[src/rtl/fp_mult_pkg.sv]
// Shared operand classes, flag bundle and format constants for the pipelined FP multiplier.
package fp_mult_pkg;

    typedef enum logic [1:0] {
        ZERO = 2'd0,
        NORM = 2'd1,
        INF  = 2'd2,
        NAN  = 2'd3
    } fp_class_e;

    typedef struct packed {
        logic exception;
        logic overflow;
        logic underflow;
    } fp_flags_t;

    function automatic int fp_bias(input int exp_w);
        return (1 << (exp_w - 1)) - 1;
    endfunction

    // Canonical quiet NaN in the low 1+exp_w+man_w bits (formats up to 64 bits wide).
    function automatic logic [63:0] fp_qnan(input int exp_w, input int man_w);
        logic [63:0] v;
        v = '0;
        for (int i = 0; i < exp_w; i++) v[man_w + i] = 1'b1;
        v[man_w - 1] = 1'b1;
        return v;
    endfunction

    // Subnormals (exp == 0) are deliberately classed as zero.
    function automatic fp_class_e fp_classify(input logic exp_zero, input logic exp_ones,
                                              input logic man_zero);
        if (exp_zero) return ZERO;
        if (exp_ones) return man_zero ? INF : NAN;
        return NORM;
    endfunction

endpackage

[src/rtl/fp_mult_norm_round.sv]
// Stage-2 combinational logic: normalise the raw mantissa product, round to nearest even,
// and resolve special operands plus exponent overflow/underflow into the final result.
module fp_mult_norm_round
    import fp_mult_pkg::*;
#(
    parameter int EXP_W = 8,
    parameter int MAN_W = 23
) (
    input  logic                    sign,
    input  fp_class_e               cls_a,
    input  fp_class_e               cls_b,
    input  logic signed [EXP_W+1:0] exp_sum,
    input  logic [2*MAN_W+1:0]      prod,
    output logic [EXP_W+MAN_W:0]    result,
    output fp_flags_t               flags
);

    localparam logic [63:0]             QNAN_ALL = fp_qnan(EXP_W, MAN_W);
    localparam logic [EXP_W+MAN_W:0]    QNAN     = QNAN_ALL[EXP_W+MAN_W:0];
    localparam logic signed [EXP_W+1:0] EXP_ONE  = {{(EXP_W+1){1'b0}}, 1'b1};
    localparam logic signed [EXP_W+1:0] EXP_MAX  = {2'b00, {EXP_W{1'b1}}};

    logic [MAN_W-1:0]        frac;
    logic [MAN_W:0]          frac_r;
    logic                    guard;
    logic                    sticky;
    logic                    round_up;
    logic signed [EXP_W+1:0] exp_norm;
    logic signed [EXP_W+1:0] exp_fin;
    logic                    nan_c;
    logic                    inf_c;
    logic                    zero_c;

    always_comb begin
        if (prod[2*MAN_W+1]) begin
            frac     = prod[2*MAN_W:MAN_W+1];
            guard    = prod[MAN_W];
            sticky   = |prod[MAN_W-1:0];
            exp_norm = exp_sum + EXP_ONE;
        end else begin
            frac     = prod[2*MAN_W-1:MAN_W];
            guard    = prod[MAN_W-1];
            sticky   = |prod[MAN_W-2:0];
            exp_norm = exp_sum;
        end
        round_up = guard & (sticky | frac[0]);
        // A carry out of the fraction leaves it all-zero, i.e. mantissa 1.0 at exponent+1.
        frac_r  = {1'b0, frac} + {{MAN_W{1'b0}}, round_up};
        exp_fin = frac_r[MAN_W] ? exp_norm + EXP_ONE : exp_norm;
    end

    always_comb begin
        nan_c  = (cls_a == NAN) || (cls_b == NAN) ||
                 ((cls_a == INF) && (cls_b == ZERO)) ||
                 ((cls_a == ZERO) && (cls_b == INF));
        inf_c  = (cls_a == INF) || (cls_b == INF);
        zero_c = (cls_a == ZERO) || (cls_b == ZERO);
        flags  = '0;
        result = {sign, exp_fin[EXP_W-1:0], frac_r[MAN_W-1:0]};
        if (nan_c) begin
            result          = QNAN;
            flags.exception = 1'b1;
        end else if (inf_c) begin
            result          = {sign, {EXP_W{1'b1}}, {MAN_W{1'b0}}};
            flags.exception = 1'b1;
            flags.overflow  = 1'b1;
        end else if (zero_c) begin
            result = {sign, {(EXP_W+MAN_W){1'b0}}};
        end else if (exp_fin >= EXP_MAX) begin
            result         = {sign, {EXP_W{1'b1}}, {MAN_W{1'b0}}};
            flags.overflow = 1'b1;
        end else if (exp_fin[EXP_W+1] || (exp_fin == '0)) begin
            result          = {sign, {(EXP_W+MAN_W){1'b0}}};
            flags.underflow = 1'b1;
        end
    end

endmodule

[src/rtl/fp_mult_pipe.sv]
// Pipelined IEEE-754 multiplier: product stage, normalise/round stage, then pure delay stages,
// all under valid/ready flow control where empty stages absorb data even while the output stalls.
module fp_mult_pipe
    import fp_mult_pkg::*;
#(
    parameter int EXP_W  = 8,
    parameter int MAN_W  = 23,
    parameter int STAGES = 3,
    parameter int TAG_W  = 4
) (
    input  logic                   clk,
    input  logic                   rst,
    input  logic                   in_valid,
    output logic                   in_ready,
    input  logic [EXP_W+MAN_W:0]   a_operand,
    input  logic [EXP_W+MAN_W:0]   b_operand,
    input  logic [TAG_W-1:0]       in_tag,
    output logic                   out_valid,
    input  logic                   out_ready,
    output logic [EXP_W+MAN_W:0]   result,
    output logic [TAG_W-1:0]       out_tag,
    output logic                   Exception,
    output logic                   Overflow,
    output logic                   Underflow
);

    localparam int W    = 1 + EXP_W + MAN_W;
    localparam int PW   = 2 * MAN_W + 2;
    localparam int BIAS = fp_bias(EXP_W);
    localparam logic signed [EXP_W+1:0] BIAS_S = BIAS[EXP_W+1:0];

    typedef struct packed {
        logic                    sign;
        fp_class_e               cls_a;
        fp_class_e               cls_b;
        logic signed [EXP_W+1:0] exp_sum;
        logic [PW-1:0]           prod;
        logic [TAG_W-1:0]        tag;
    } prod_stage_t;

    typedef struct packed {
        logic [W-1:0]     result;
        fp_flags_t        flags;
        logic [TAG_W-1:0] tag;
    } result_stage_t;

    logic [EXP_W-1:0] a_exp;
    logic [EXP_W-1:0] b_exp;
    logic [MAN_W-1:0] a_man;
    logic [MAN_W-1:0] b_man;

    prod_stage_t   s1_d;
    prod_stage_t   s1_q;
    result_stage_t s2_d;
    result_stage_t sn_q [2:STAGES];

    logic [STAGES:1] vld;
    logic [STAGES:1] ld;

    assign a_exp = a_operand[W-2:MAN_W];
    assign b_exp = b_operand[W-2:MAN_W];
    assign a_man = a_operand[MAN_W-1:0];
    assign b_man = b_operand[MAN_W-1:0];

    always_comb begin
        s1_d.sign    = a_operand[W-1] ^ b_operand[W-1];
        s1_d.cls_a   = fp_classify(a_exp == '0, &a_exp, a_man == '0);
        s1_d.cls_b   = fp_classify(b_exp == '0, &b_exp, b_man == '0);
        s1_d.exp_sum = $signed({2'b00, a_exp}) + $signed({2'b00, b_exp}) - BIAS_S;
        s1_d.prod    = {{(MAN_W+1){1'b0}}, 1'b1, a_man} * {{(MAN_W+1){1'b0}}, 1'b1, b_man};
        s1_d.tag     = in_tag;
    end

    fp_mult_norm_round #(
        .EXP_W (EXP_W),
        .MAN_W (MAN_W)
    ) u_norm_round (
        .sign    (s1_q.sign),
        .cls_a   (s1_q.cls_a),
        .cls_b   (s1_q.cls_b),
        .exp_sum (s1_q.exp_sum),
        .prod    (s1_q.prod),
        .result  (s2_d.result),
        .flags   (s2_d.flags)
    );
    assign s2_d.tag = s1_q.tag;

    // Load chain from the output backwards: a stage loads when empty or when its successor moves.
    always_comb begin
        logic nxt;
        ld  = '0;
        nxt = !vld[STAGES] || out_ready;
        ld[STAGES] = nxt;
        for (int k = STAGES - 1; k >= 1; k--) begin
            nxt   = !vld[k] || nxt;
            ld[k] = nxt;
        end
    end

    assign in_ready = ld[1];

    always_ff @(posedge clk or posedge rst) begin
        if (rst) begin
            vld  <= '0;
            s1_q <= '0;
            for (int k = 2; k <= STAGES; k++) sn_q[k] <= '0;
        end else begin
            if (ld[1]) begin
                vld[1] <= in_valid;
                if (in_valid) s1_q <= s1_d;
            end
            if (ld[2]) begin
                vld[2] <= vld[1];
                if (vld[1]) sn_q[2] <= s2_d;
            end
            for (int k = 3; k <= STAGES; k++) begin
                if (ld[k]) begin
                    vld[k] <= vld[k-1];
                    if (vld[k-1]) sn_q[k] <= sn_q[k-1];
                end
            end
        end
    end

    assign out_valid = vld[STAGES];
    assign result    = sn_q[STAGES].result;
    assign out_tag   = sn_q[STAGES].tag;
    assign Exception = sn_q[STAGES].flags.exception;
    assign Overflow  = sn_q[STAGES].flags.overflow;
    assign Underflow = sn_q[STAGES].flags.underflow;

endmodule

[config.mk]
export PLATFORM = sky130hd
export DESIGN_NAME = fp_mult_pipe
export DESIGN_NICKNAME = d
export VERILOG_FILES = /design/src/rtl/fp_mult_pkg.sv /design/src/rtl/fp_mult_norm_round.sv /design/src/rtl/fp_mult_pipe.sv
export SDC_FILE = /design/constraint.sdc
export NUM_CORES = 2
export LEC_CHECK = 0
export ABC_AREA = 1
export CAP_MARGIN = 20
export CORE_MARGIN = 2
export CORE_UTILIZATION = 28
export DETAILED_ROUTE_END_ITERATION = 10
export REMOVE_ABC_BUFFERS = 1
export SYNTH_ARGS = -nofsm -noshare
export SYNTH_HDL_FRONTEND = slang
export SYNTH_HIERARCHICAL = 1
export SYNTH_SLANG_ARGS = --single-unit
[constraint.sdc]
create_clock -name clk -period 9.5 [get_ports clk]
set_input_delay 1.9 -clock clk [delete_from_list [all_inputs] [get_ports clk]]
set_output_delay 1.9 -clock clk [all_outputs]
set_load 0.02 [all_outputs]
Word level (Yosys, flattened, before mapping) --
Index checks and enable logic that the tools add are counted.
Word-level totals: output and inout port bits 41, flip-flop bits (word level) 148, word-level logic and storage cells 96, input bits 72
Operators by class: reduce and logical (&&, ||, !) cells 28, $mul 1, bitwise operators 3, $add $sub $neg 5, equal/unequal tests 4, $lt $le $gt $ge 1, multiplexer cells 35
Operator list (number):
- $mux W31 | 4
- $mul A24 B24 Y48 | 1
- $logic_not A23 Y1 | 2
- $mux W32 | 1
- $add A23 B1 Y24 | 1
- $mux W23 | 1
- $reduce_or A23 Y1 | 1
- $reduce_or A22 Y1 | 1
- $add A10 B2 Y10 const B | 2
- $mux W10 | 2
- $mux W2 | 10
- $mux W1 | 17
- $logic_not A8 Y1 | 2
- $reduce_and A8 Y1 | 2
- $ge A10 B9 Y1 const B | 1
- $logic_not A10 Y1 | 1
- $sub A9 B7 Y10 const B | 1
- $add A8 B8 Y9 | 1
- $logic_or A1 B1 Y1 | 9
- $eq A2 B2 Y1 const B | 4
- $reduce_and A2 Y1 | 3
- $logic_not A2 Y1 | 2
- $logic_not A1 Y1 | 3
- $logic_and A1 B1 Y1 | 2
- other kinds (3) | 3

Depth between registers and ports, before layout --
depth after elaboration 13, depth in mapped cells 31, mapped depth without buffers 29

By module --
Netlist, hierarchy kept.
By module, submodules not included:
- fp_mult_pipe | area each 26665.6 sq um, times used 1, cells an instance 3384, sequential area each 3703.6 sq um
- fp_mult_norm_round | area each 2403.6 sq um, times used 1, cells an instance 456, sequential area each 0.0 sq um

Worst setup path before layout --
Ideal clock, no wire load.
path kind input to register, start point input port b_operand[3], end point register s1_q[28] (netlist bit), arrival time 7.459 ns, path buffers 2, data required time 9.383 ns, cell stages on the path 26, setup time 0.117 ns, setup slack 1.923 ns, cells stage by stage clkbuf_1 clkbuf_1 nand2_1 fa_1 inv_1 fa_1 inv_1 fa_1 inv_1 fa_1 inv_1 fa_1 inv_1 fa_1 inv_1 fa_1 inv_1 ha_1 nand2_1 nor2_1 and2_1 nand3b_1 nand3_2 or2_2 nand3_1 nand2_1
Between the ends: cells in the longest elaborated chain, start to end 1
RTL lines:
- start, declared | line fp_mult_pipe.sv:16 | input logic [EXP_W+MAN_W:0] b_operand,
- $mul A24 B24 Y48 | line fp_mult_pipe.sv:70 | s1_d.prod = {{(MAN_W+1){1'b0}}, 1'b1, a_man} * {{(MAN_W+1){1'b0}}, 1'b1, b_man};
- end signal, assigned | line fp_mult_pipe.sv:105 | s1_q <= '0;
- end signal, assigned | line fp_mult_pipe.sv:110 | if (in_valid) s1_q <= s1_d;
- end, declared | line fp_mult_pipe.sv:53 | prod_stage_t s1_q;
Every way passes these cells. A chain may end at the register's enable or synchronous reset.

Final worst setup path --
start point input port b_operand[15], end point register s1_q[50] (netlist bit)
Same word-level chain as after synthesis.

==> impl_metrics.tcl <==
set metrics [dict create \
    r2r_end "sn_q[46]$_DFFE_PP0P_" \
    path_clk_slew_ps 70 \
    reg2reg_depth 15 \
    cts_resized 0 \
    cp.required_ps 9820 \
    async_reset_ff_share_pct 100 \
    path_buf_inv 5 \
    initial_core_util_pct 28.2 \
    synth_top_area_share_pct 33.3 \
    dp.cells 5230 \
    fmax_mhz 122 \
    drc_errors 0 \
    layout-drive-gt1-share_pct 7.78 \
    worst-setup-path-type "in -> reg" \
    ys_ff_latch 148 \
    hold_violations 0 \
    cp-start-kind "primary input" \
    fin_skew_ps 16.3 \
    ant_nets 0 \
    post-dp-hpwl_mm 66.2 \
    grt_usage_pct 15.0 \
    setup_viol 0 \
    wl_mm 78.2 \
    rsz0062_at_grt "no" \
    cp_top_family "adder cells" \
    gp_congestion 0.925 \
    max_stage_delay_ps 1090 \
    antenna_found_initial 3 \
    critPathCaptureType "register" \
    whs_ps 479 \
    regToRegStartpoint "s1_q[51]$_DFFE_PP0P_" \
    grt_max_degree 91 \
    min_period_ps 8180 \
    grt_pass1_wl_mm 128 \
    cts_tree "yes" \
    hold_start "s1_q[3]$_DFFE_PP0P_" \
    synth_edf_count 0 \
    fin_tns_setup_ps 0 \
    overflow 0 \
    hold_depth 2 \
    final_nets 4616 \
    cts-root-buf "clkbuf_16" \
    cts_sinks 148 \
    netlist_instances 3840 \
    drv_cap 0 \
    fin_cells 5264 \
    num_vias 22800 \
    hold_buffers 0 \
    ioPinCount 113 \
    dr.pass1.iters 5 \
    hold_path_end "s1_q[3]$_DFFE_PP0P_" \
    clock_path_buffers 2 \
    core_area_mm2 0.103 \
    crit_path_top_delay_cell "clkdlybuf4s50_1" \
    synth_sequential_area_ratio_pct 12.7 \
    placed_cell_area_mm2 0.0316 \
    clk_latency_ps 440 \
    regToRegSetupSlack_ps 6050 \
    grt_pass1_vias 23800 \
    syn_avg_cell_area_um2 7.57 \
    synth_warnings 6 \
    crit_top_cell "fa_1" \
    yosys.cell_types.count 43 \
    drv_slew 0 \
    nFillCells 10900 \
    synth_top_cells_by_count "nand2_1, inv_1, fa_1, ha_1, dfrtp_1" \
    wl_per_cell_um 14.9 \
    synthFlopType "dfrtp_1" \
    slew_headroom_pct 31.2 \
    ys_top_cells_by_area "fa_1, nand2_1, inv_1, dfrtp_1, ha_1" \
    worstPathMaxFanout 18 \
    drt_first_iter_violations 1290 \
    syn2layout_area_growth_pct 10.9 \
    tightest_slew_ps 1030 \
    timing.final.crit_share_pct 86.1 \
    status "finished clean" \
    cts_buffers 17 \
    arrival_ps 8500 \
    core.rowCount 118 \
    synth_most_common_cell "nand2_1" \
    cts_setup_buffers 0 \
    syn_area_mm2 0.0291 \
    hold_path_class "reg -> reg" \
    die_area_mm2 0.106 \
    die_height_um 326 \
    avgViaCountPerCell 4.34 \
    path_cells "clkdlybuf4s50_1, buf_4, nand2_1, fa_1, inv_1, fa_1, fa_1, fa_1, fa_1, fa_1, inv_1, fa_1, inv_1, ha_1, nand2_1, nor2_1, and2_1, nand2_1, nor2_1, nand2_1, nand3_1, nand2_1, nand3_1, nand2_1" \
    design_area_mm2 0.0323 \
    numPortBuffers 112 \
    synth_top_area_cell "fa_1" \
    die_x_um 326 \
    cts-htree-levels 4 \
]
==> metrics by stage <==
stage | utilization [%] | setup WS [ps]
after floorplan | - | 2420
after global placement | 30.6 | 834
after detailed placement | 30.6 | 843
after CTS | 31.2 | 1300
after global routing | 31.2 | 913
final | 31.3 | 1320
==> area by class of cell <==
cell class,instances,area [um2],area share [%]
Antenna cell,1,2.50,0.00776
Clock buffer,18,439,1.36
Clock inverter,14,201,0.625
Inverter,1085,4080,12.6
Multi-Input combinational cell,2434,20400,63.3
Sequential cell,148,3700,11.5
Tap cell,1380,1730,5.35
Timing Repair Buffer,184,1680,5.21
==> how the worst max path moves through the flow <==
stage,slack (ps),cells past startpoint,end,from
floorplan,2420,24,s1_q[28]$_DFFE_PP0P_,b_operand[0]
finish,1320,24,s1_q[50]$_DFFE_PP0P_,b_operand[15]
detailed placement,840,25,s1_q[43]$_DFFE_PP0P_,b_operand[15]
global placement,830,25,s1_q[46]$_DFFE_PP0P_,b_operand[15]
CTS,1300,25,s1_q[43]$_DFFE_PP0P_,b_operand[15]
global route,910,25,s1_q[50]$_DFFE_PP0P_,b_operand[15]
==> placed cells by master (no fill, tap or decap), types with 8 or more instances in the layout <==
cell	instances
nand2_1	1140
inv_2	13
nor2_4	28
o21ai_1	13
o21ai_0	42
clkbuf_16	17
nand2_2	20
xnor2_1	19
mux2_2	78
fa_1	483
nand4_1	25
nor3_1	10
xor2_1	12
buf_4	71
nor2_2	21
inv_1	1071
inv_6	8
clkdlybuf4s50_1	112
ha_1	191
nor4_1	18
or2_2	10
nor2_1	118
dfrtp_1	148
a21oi_1	45
nand3_2	11
nand3_1	106
==> tightest hold or removal path, cell delays in order (launching register included) <==
cell and delay [ps]:
dfrtp_1 340, nand2_1 50, nand2_1 50
==> logic make-up (layout without fill, tap and decap cells) <==
group | count (synthesis) | in the layout | share of synthesized area [%]
compound gates | 123 | 123 | 2.32
xor+xnor | 31 | 31 | 0.934
fa+ha+maj | 674 | 674 | 41.5
buf+inv | 1258 | 1301 | 17.0
flops | 148 | 148 | 12.7
mux | 78 | 78 | 3.02
other cells | 0 | 1 | 0
simple gates | 1528 | 1528 | 22.5
==> registers in the layout, indices dropped and copies added, names as in the netlist <==
signal,cells
result,32
Exception,1
vld,3
Overflow,1
sn_q,39
Underflow,1
out_tag,4
s1_q,67
==> per-layer routing <==
metal	up-vias	GRT usage (%)	wire length [um]
met5	-	0	0
met4	0	2.85	1330
met3	84	1.87	3990
met2	567	25.7	37300
met1	11200	20.5	35600
li1	11000	-	-
Power is left out: the tool's default activity adds up to more than one toggle a clock period on the data nets, which glitch-free logic cannot reach.
